===== src/rtl/seg_scan_mux.sv =====
// Scan controller for a 4-digit common-anode 7-segment display.
// Double-buffered value/dp/enable, frame-aligned updates, leading-zero blanking.
module seg_scan_mux #(
    parameter int REFRESH_DIV  = 100000,
    parameter int BLANK_CYCLES = 64
) (
    input  logic        clk,
    input  logic        rst,
    input  logic        load,
    input  logic [15:0] value_in,
    input  logic [3:0]  dp_in,
    input  logic [3:0]  en_in,
    input  logic        lzb,
    output logic [3:0]  nibble_out,
    output logic [3:0]  an,
    output logic        dp_n,
    output logic        frame_tick
);

    localparam int PW = (REFRESH_DIV > 1) ? $clog2(REFRESH_DIV) : 1;
    localparam logic [PW-1:0] PRESC_MAX = PW'(REFRESH_DIV - 1);
    localparam logic [PW-1:0] BLANK_END = PW'(BLANK_CYCLES);

    typedef struct packed {
        logic [15:0] value;
        logic [3:0]  dp;
        logic [3:0]  en;
    } disp_t;

    logic [PW-1:0] presc, presc_nxt;
    logic [1:0]    idx, idx_nxt;
    disp_t         shadow, shadow_nxt, pending, pending_nxt, incoming;
    logic          pend_valid, pend_valid_nxt;
    logic          slot_wrap, boundary, lit;
    logic [3:0]    lz;
    logic [3:0]    nib_nxt, an_nxt;
    logic          dp_n_nxt, tick_nxt;

    always_comb begin
        slot_wrap      = (presc == PRESC_MAX);
        boundary       = slot_wrap && (idx == 2'd3);
        presc_nxt      = slot_wrap ? '0 : presc + PW'(1);
        idx_nxt        = slot_wrap ? idx + 2'd1 : idx;
        incoming       = {value_in, dp_in, en_in};
        shadow_nxt     = shadow;
        pending_nxt    = pending;
        pend_valid_nxt = pend_valid;
        // A load landing on the boundary skips the pending stage entirely.
        if (boundary) begin
            if (load)
                shadow_nxt = incoming;
            else if (pend_valid)
                shadow_nxt = pending;
            pend_valid_nxt = 1'b0;
        end else if (load) begin
            pending_nxt    = incoming;
            pend_valid_nxt = 1'b1;
        end
    end

    // Outputs look ahead to the next state so they change together with the index.
    always_comb begin
        lz[3] = (shadow_nxt.value[15:12] == 4'h0);
        lz[2] = lz[3] && (shadow_nxt.value[11:8] == 4'h0);
        lz[1] = lz[2] && (shadow_nxt.value[7:4] == 4'h0);
        lz[0] = 1'b0;
        nib_nxt  = shadow_nxt.value[{idx_nxt, 2'b00} +: 4];
        lit      = (presc_nxt >= BLANK_END) && shadow_nxt.en[idx_nxt] && !(lzb && lz[idx_nxt]);
        an_nxt   = 4'b1111;
        if (lit)
            an_nxt[idx_nxt] = 1'b0;
        dp_n_nxt = lit ? ~shadow_nxt.dp[idx_nxt] : 1'b1;
        tick_nxt = (presc_nxt == PRESC_MAX) && (idx_nxt == 2'd3);
    end

    always_ff @(posedge clk or posedge rst) begin
        if (rst) begin
            presc      <= '0;
            idx        <= '0;
            shadow     <= '0;
            pending    <= '0;
            pend_valid <= 1'b0;
            nibble_out <= 4'h0;
            an         <= 4'b1111;
            dp_n       <= 1'b1;
            frame_tick <= 1'b0;
        end else begin
            presc      <= presc_nxt;
            idx        <= idx_nxt;
            shadow     <= shadow_nxt;
            pending    <= pending_nxt;
            pend_valid <= pend_valid_nxt;
            nibble_out <= nib_nxt;
            an         <= an_nxt;
            dp_n       <= dp_n_nxt;
            frame_tick <= tick_nxt;
        end
    end

endmodule

===== config.mk =====
export PLATFORM = sky130hd
export DESIGN_NAME = seg_scan_mux
export DESIGN_NICKNAME = d
export VERILOG_FILES = /design/src/rtl/seg_scan_mux.sv
export SDC_FILE = /design/constraint.sdc
export NUM_CORES = 1
export LEC_CHECK = 0
export ABC_AREA = 1
export CORE_ASPECT_RATIO = 2
export CORE_UTILIZATION = 57
export CTS_CLUSTER_SIZE = 40
export DETAILED_ROUTE_END_ITERATION = 6
export MAX_ROUTING_LAYER = met4
export PLACE_DENSITY = 0.79
export RECOVER_POWER = 100
export SLEW_MARGIN = 20
export SYNTH_ARGS = -nofsm -noshare
export SYNTH_HDL_FRONTEND = slang
export SYNTH_SLANG_ARGS = --single-unit
export TNS_END_PERCENT = 50

===== constraint.sdc =====
create_clock -name clk -period 2.7 [get_ports clk]
set_clock_uncertainty 0.2 [all_clocks]
set_input_delay 0.27 -clock clk [delete_from_list [all_inputs] [get_ports clk]]
set_output_delay 0.27 -clock clk [all_outputs]
set_load 0.02 [all_outputs]

Word-level counts from Yosys, hierarchy flattened
Cells that the tools add are included.

operators by class
  equality and inequality tests = 4
  shifts and indexed selects = 1
  magnitude comparators = 3
  multiplexer cells = 17
  reductions and logical operators = 14
  bitwise operators = 3
  add/sub/neg operators = 2

operators by type and width
  kind                                                                    number
  24-bit two-way mux                                                      3
  17-bit == test, second input constant                                   2
  17-bit by 1-bit adder with 17-bit output, second input constant         1
  17-bit by 7-bit >= comparator with 1-bit output, second input constant  1
  17-bit two-way mux                                                      1
  16-bit by 5-bit variable part select with 4-bit output                  1
  4-bit zero test                                                         3
  1-bit logical AND                                                       8
  1-bit two-way mux                                                       7
  1-bit binary-select mux with 2-bit select                               3
  2-bit == test, second input constant                                    2
  4-bit two-way mux                                                       1
  4-bit NOT                                                               1
  2-bit by 3-bit < comparator with 1-bit output, second input constant    1
  2-bit by 1-bit adder with 2-bit output, second input constant           1
  1-bit demux with 2-bit select                                           1
  2-bit by 1-bit >= comparator with 1-bit output, second input constant   1
  2-bit two-way mux                                                       1
  1-bit NOT                                                               2
  2-bit AND reduction                                                     1
  2-bit nonzero test                                                      1
  1-bit zero test                                                         1

word-level totals
  flip-flop bits (word level) = 78
  input port bits = 28

Depth between registers and ports, before layout
Gate-level depths: netlist of the first run.

  depth in word-level cells = 12
  depth in mapped cells = 15
  depth with buffers taken out = 14

Least setup slack after synthesis of the first run
No wires, ideal clock.

  kind = register to register
  from = register presc[0]
  to = register pending[10] (netlist bit)
  required time = 2.375 ns
  cell stages (with the launch flop) = 10
  arrival time = 1.752 ns
  buffers on the path = 1
  library setup time = 0.125 ns
  setup slack = 0.623 ns
  cell sequence = dfrtp_1 -> ha_1 -> nand2_1 -> inv_2 -> nand2_4 -> nor2_8 -> nand3_4 -> nand2_1 -> buf_4 -> mux2_2

between the ends
  word-level cells in the longest chain between the ends = 4

RTL lines
  what                           RTL line  text
  start, declared                30        logic [PW-1:0] presc, presc_nxt;
  start signal, assigned         88        presc <= presc_nxt;
  17-bit == test                 40        slot_wrap = (presc == PRESC_MAX);
  1-bit logical AND              41        boundary = slot_wrap && (idx == 2'd3);
  1-bit NOT (no line)            --
  2-bit AND reduction (no line)  --
  end signal, assigned           91        pending <= pending_nxt;
  end, declared                  32        disp_t shadow, shadow_nxt, pending, pending_nxt, incoming;

No other way between the ends.
A chain may end at the register's enable or synchronous reset.

Final worst setup path of the first run
  from = register presc[0]
  to = register nibble_out[0]

between the ends
  word-level cells in the longest chain between the ends = 4
  elaborated cells between the ends (all ways) = 5
  those cells by class = 1 x eq/ne; 1 x shift; 2 x mux; 1 x reduce/logical

RTL lines
  what                                                      RTL line  text
  17-bit == test *                                          40
  1-bit logical AND                                         41
  24-bit two-way mux                                        49        if (boundary) begin
  16-bit by 5-bit variable part select with 4-bit output *  67        nib_nxt = shadow_nxt.value[{idx_nxt, 2'b00} +: 4];
  named net nib_nxt[0]                                      36        logic [3:0] nib_nxt, an_nxt;
  end signal, assigned                                      93        nibble_out <= nib_nxt;
  end, declared                                             14        output logic [3:0] nibble_out,

Mark *: on every way through the listed nets, which the timed path passes. The rest lies on a longest branch.

==> results.json, run 1 <==
{
  "path_clk_slew_ps": 60,
  "gp_congestion": 0.885,
  "post-route-period-util_pct": 90.7,
  "finalSetupTns_ps": 0,
  "layout_min_cycle_time_ps": 2450,
  "max_slew_margin_pct": -12.1,
  "dieArea_um2": 7520,
  "diodes": 0,
  "power_leakage_nw": 2.45,
  "grt_overflow": 0,
  "core_area_um2": 6940,
  "avgRoutedWirePerCell_um": 14.6,
  "antenna_left": 0,
  "final_cell_mix": "nand2_1 (130), inv_1 (77), dfrtp_1 (73)",
  "ctsRootBufferMaster": "clkbuf_16",
  "die_y_um": 122,
  "worst-setup-path-type": "register to register",
  "postCtsSetupBuffers": 0,
  "finalHoldViolCount": 0,
  "syn-mean-instance-area_um2": 7.97,
  "multi_input_area_um2": 1730,
  "fp-row-count": 43,
  "power_density_nw_per_um2": 588,
  "synthTopCellsByArea": "dfrtp_1 (45%), nand2_1 (12%), inv_1 (7.2%), nor2_1 (4.9%), nand3_1 (4.4%)",
  "power_mw": 2.89,
  "n_fill_cell": 523,
  "routed_wl_mm": 9.51,
  "syn_nets": 542,
  "synth_area_um2": 4080,
  "start_util_pct": 58.8,
  "synth_area_leader_cell": "dfrtp_1",
  "violations": "max-capacitance violations, max-slew violations",
  "vias": 3465,
  "nets": 585,
  "clkSinkCount": 78,
  "cp-start-kind": "register",
  "clock_latency_ps": 340,
  "worst_ep_arrival_time_ps": 2480,
  "rsz0062_at_grt": "false",
  "cp_max_fo": 9,
  "netlist_instances": 512,
  "first_iter_violations": 205,
  "placed_cells": 634,
  "dr.pass1.iters": 4,
  "die_w_um": 61.8,
  "dp_hpwl_mm": 7.14,
  "numPortBuffers": 37,
  "cp-end-kind": "register",
  "clockBufferDepth": 2,
  "final_common_cell": "nand2_1",
  "ir_drop_mv": 0.796,
  "cts_tree": "built",
  "worst_slew_pin_slew_ps": 1680,
  "ys_types": 42,
  "status": "finished with violations",
  "grt_pass1_vias": 3543,
  "final_cell_area_um2": 4920,
  "ys.warnings.count": 0,
  "drv_slew": 79,
  "r2r_setup_slack_ps": 250,
  "syn_to_final_growth_pct": 20.6,
  "post_route_cells_drive_above_1_share_pct": 11.6,
  "yosysTopAreaCellShare_pct": 44.8,
  "regArea_um2": 1960,
  "cap_violations": 1,
  "fmax_ghz": 0.408,
  "placed_area_um2": 4580,
  "antenna_found_initial": 0,
  "setup_viol": 0,
  "drc": 0,
  "track_usage_pct": 30.0,
  "crit_required_ps": 2730,
  "ctsResizeCount": 0,
  "layout.cells.non_filler": 650,
  "grt_start_max_net_pins": 79,
  "synth-seq-cells": 78,
  "min_path_type": "register to register",
  "cts_buffers": 9,
  "viasPerCell": 5.33,
  "ys_seq_area_share_pct": 48.0,
  "final_util_pct": 70.9,
  "grt_pass1_wl_mm": 15.8,
  "h-tree-depth": 3,
  "cts-hold-fix-buffers": 0,
  "ios": 38
}
## critical path, stage by stage, from the launching register on
cell	delay, ps
dfrtp_1	360
ha_1	210
nand2_1	120
inv_2	100
nand2_4	90
nor2_8	120
nand3_4	140
nor2_1	120
clkbuf_1	320
o21ai_0	250
o221ai_1	300
## cell families after synthesis
family | Yosys count | synth area share, %
AOI/OAI and AO/OA | 60 | 8.53
xor gates and xnor gates | 6 | 1.29
adders and majority gates | 2 | 0.613
buffers and inverters | 96 | 9.51
DFF | 78 | 48.0
muxes | 13 | 3.59
and+or+nand+nor | 257 | 28.5
## Yosys cell counts (all sizes together)
master,n
a21oi,5
a22oi,2
and2,1
and3,1
buf,7
clkbuf,5
clkinv,1
dfrtp,73
dfstp,5
ha,2
inv,83
mux2,13
nand2,139
nand3,37
nand3b,3
nand4,8
nor2,61
nor3,6
nor3b,1
o2111ai,1
o211ai,2
o21ai,35
o21bai,2
o221ai,2
o22ai,11
xnor2,1
xor2,5
## registers in the layout (all words and copies together) (netlist names), 2 cells and up
signal and flops:
an 4, pending 24, shadow 24, nibble_out 4, idx 2, presc 17
## worst paths after layout
| path | from | end | cells after the start |
|---|---|---|---|
| max | presc[0] | nibble_out[0] | 10 |
| min | shadow[2] | shadow[2] | 2 |
| max reg2reg | presc[0] | nibble_out[0] | 10 |
| min reg2reg | shadow[2] | shadow[2] | 2 |
| max in group asynchronous | rst | nibble_out[3] | 3 |
| min in group asynchronous | rst | pending[19] | 3 |
## where the power goes
group | total, mW | internal (mW) | switching (mW)
clock network | 1.48 | 1.00 | 0.475
logic | 0.186 | 0.0914 | 0.0943
registers | 1.23 | 1.21 | 0.0205
total | 2.89 | 2.30 | 0.590
## stage by stage
stage	hold slack, ps	setup WS [ps]
final	273	250
after global routing	282	74.3
after CTS	157	310
after detailed placement	259	263
after global placement	259	335
after floorplan	220	243
## layout make-up
class | count | area share [%]
tap | 90 | 2.29
sequential | 78 | 39.8
inverter | 84 | 6.46
timing repair buffer | 44 | 8.85
multi-input combinational | 338 | 35.1
clock inverter | 7 | 2.95
clock buffer | 9 | 4.58
## per-layer routing
layer / wire length (um) / vias to the layer above / GRT usage [%]
met5: 0 / - / -
met2: 5250 / 88 / 50.6
met1: 3490 / 1635 / 30.0
li1: - / 1707 / -
met3: 272 / 35 / 5.31
met4: 500 / 0 / 19.4
Power figures use the tool's default switching activity.
==> inputs of run 2 (changes only) <==
- REMOVE_ABC_BUFFERS: unset -> 1
- clock period: 2.7 -> 2.85 ns (I/O delays scaled with it)
==> run 2 against run 1 <==
The flow still finishes with violations (max-capacitance violations, max-slew violations). Final cell count stayed put. Register-to-register slack improved by 80 ps. Count of clock-buffer cells in the layout grew 4. Sequential power decreased by 5%. Critical path depth grew 4. Total power is 12% lower. First-iteration DRC count up 4.4%. Utilization down 0.99 points. Wire length rose by 2.1%. Non-clock buffer count unchanged. Via count down 0.87%. Critical endpoint is now an[3]. Highest routed layer unchanged.
==> results.json, run 2 (same netlist as run 1, synthesis figures left out) <==
{
  "grt_use_met3_pct": 5.10,
  "power_mw": 2.55,
  "track_usage_pct": 29.8,
  "crit_required_ps": 2900,
  "drc": 0,
  "viasPerCell": 5.28,
  "grt_pass1_wl_mm": 15.6,
  "start_util_pct": 58.8,
  "worst_ep_arrival_time_ps": 2570,
  "antenna_found_initial": 0,
  "cap_violations": 1,
  "dieArea_um2": 7520,
  "critical_path.cell_chain": "ha_1, nand2_1, inv_1, nand2_4, nor2_2, nand2_1, nand2_1, nand2_1, nand2_1, nor2_1, nor2_1, nand2_1, nor2_4, nand3_1",
  "final_cell_mix": "nand2_1 (128), inv_1 (78), dfrtp_1 (73)",
  "final_util_pct": 69.9,
  "first_iter_violations": 214,
  "worst-setup-path-type": "register to register",
  "cts-hold-fix-buffers": 0,
  "syn_to_final_growth_pct": 18.9,
  "diodes": 0,
  "top_regs": "pending: 24 flops, shadow: 24 flops, presc: 17 flops",
  "setup_viol": 0,
  "hold_slack_ps": 278,
  "finalHoldViolCount": 0,
  "routed_wl_mm": 9.70,
  "cts_tree": "built",
  "final_cell_area_um2": 4850,
  "pre_cts_ws_ps": 325,
  "cp_max_fo": 5,
  "timing.critical_path.mode_cell": "nand2_1",
  "post_route_cells_drive_above_1_share_pct": 11.4,
  "cp-start-kind": "register",
  "fmax_ghz": 0.396,
  "crit_slowest_cell": "dfrtp_1",
  "violations": "max-capacitance violations, max-slew violations",
  "ctsResizeCount": 0,
  "core_area_um2": 6940,
  "power_leakage_nw": 2.42,
  "fp-row-count": 43,
  "power_density_nw_per_um2": 525,
  "worstHoldStart": "shadow[2]",
  "r2r_start": "presc[0]",
  "final_common_cell": "nand2_1",
  "die_w_um": 61.8,
  "avgRoutedWirePerCell_um": 14.9,
  "placed_area_um2": 4560,
  "dp_hpwl_mm": 7.25,
  "slowest_delay_ps": 370,
  "rsz0062_at_grt": "false",
  "clkSinkCount": 78,
  "cp-end-kind": "register",
  "finalSetupTns_ps": 0,
  "timing.critical_path.from": "presc[0]",
  "drv_slew": 79,
  "numPortBuffers": 37,
  "post-route-period-util_pct": 88.6,
  "ctsRootBufferMaster": "clkbuf_16",
  "placed_cells": 634,
  "ir_drop_mv": 0.470,
  "grt_start_max_net_pins": 79,
  "cts_buffers": 9,
  "postCtsSetupBuffers": 0,
  "path_clk_slew_ps": 60,
  "gp_congestion": 0.925,
  "grt_overflow": 0,
  "grt_pass1_vias": 3481,
  "dr.pass1.iters": 4,
  "h-tree-depth": 3,
  "ios": 38,
  "die_y_um": 122,
  "status": "finished with violations",
  "max_slew_margin_pct": -26.1,
  "use_met1_pct": 29.0,
  "grt_util_met2_pct": 52.0,
  "worst_slew_pin_slew_ps": 1890,
  "nets": 585,
  "clockBufferDepth": 2,
  "n_fill_cell": 557,
  "grt-busiest-layer": "met2",
  "layout_min_cycle_time_ps": 2520,
  "min_path_type": "register to register",
  "finalWorstSetupSlack_ps": 326,
  "vias": 3435,
  "layout.cells.non_filler": 650,
  "clock_latency_ps": 330,
  "antenna_left": 0
}
## run 2: changes by cell type in the layout (fill, tap and decap cells not counted), sizes merged
cell,before,now
dlygate4sd3,11,10
inv,83,82
bufinv,4,2
clkdlybuf4s50,26,27
clkinv,3,2
clkbuf,12,16
## run 2: worst paths after layout
path,end,slack (ps),cells after the start
max,an[3],330,14
min,shadow[2],280,2
max reg2reg,an[3],330,14
min reg2reg,shadow[2],280,2
max in group asynchronous,presc[6],580,3
min in group asynchronous,pending[4],730,3
## run 2: worst max-delay path, delay by kind of cell, from the launching register on
family | cells | cell delay (ps)
flip-flops | 1 | 370
adder cells (fa/ha/maj) | 1 | 210
buffers and inverters | 1 | 130
AND/OR/NAND/NOR | 12 | 1510
## run 2: power breakdown
group          internal [mW]  switching (mW)  total (mW)
Combinational         0.0831          0.0881       0.171
Sequential              1.15          0.0195        1.17
Clock                  0.791           0.414        1.21
Total                   2.02           0.522        2.55
## run 2: metal layers
metal,vias up,share of wire (%)
li1,1714,-
met3,29,2.5
met1,1612,35
met2,80,57
met5,-,0
met4,0,5.2
## run 2: final cells by class
class | count | area [um^2] | area share (%)
inverters | 84 | 318 | 6.55
clock buffers | 13 | 250 | 5.16
repair buffers | 44 | 414 | 8.54
multi-input cells | 338 | 1730 | 35.7
well taps | 90 | 113 | 2.32
flip-flops and latches | 78 | 1960 | 40.4
clock inverters | 3 | 67.6 | 1.39
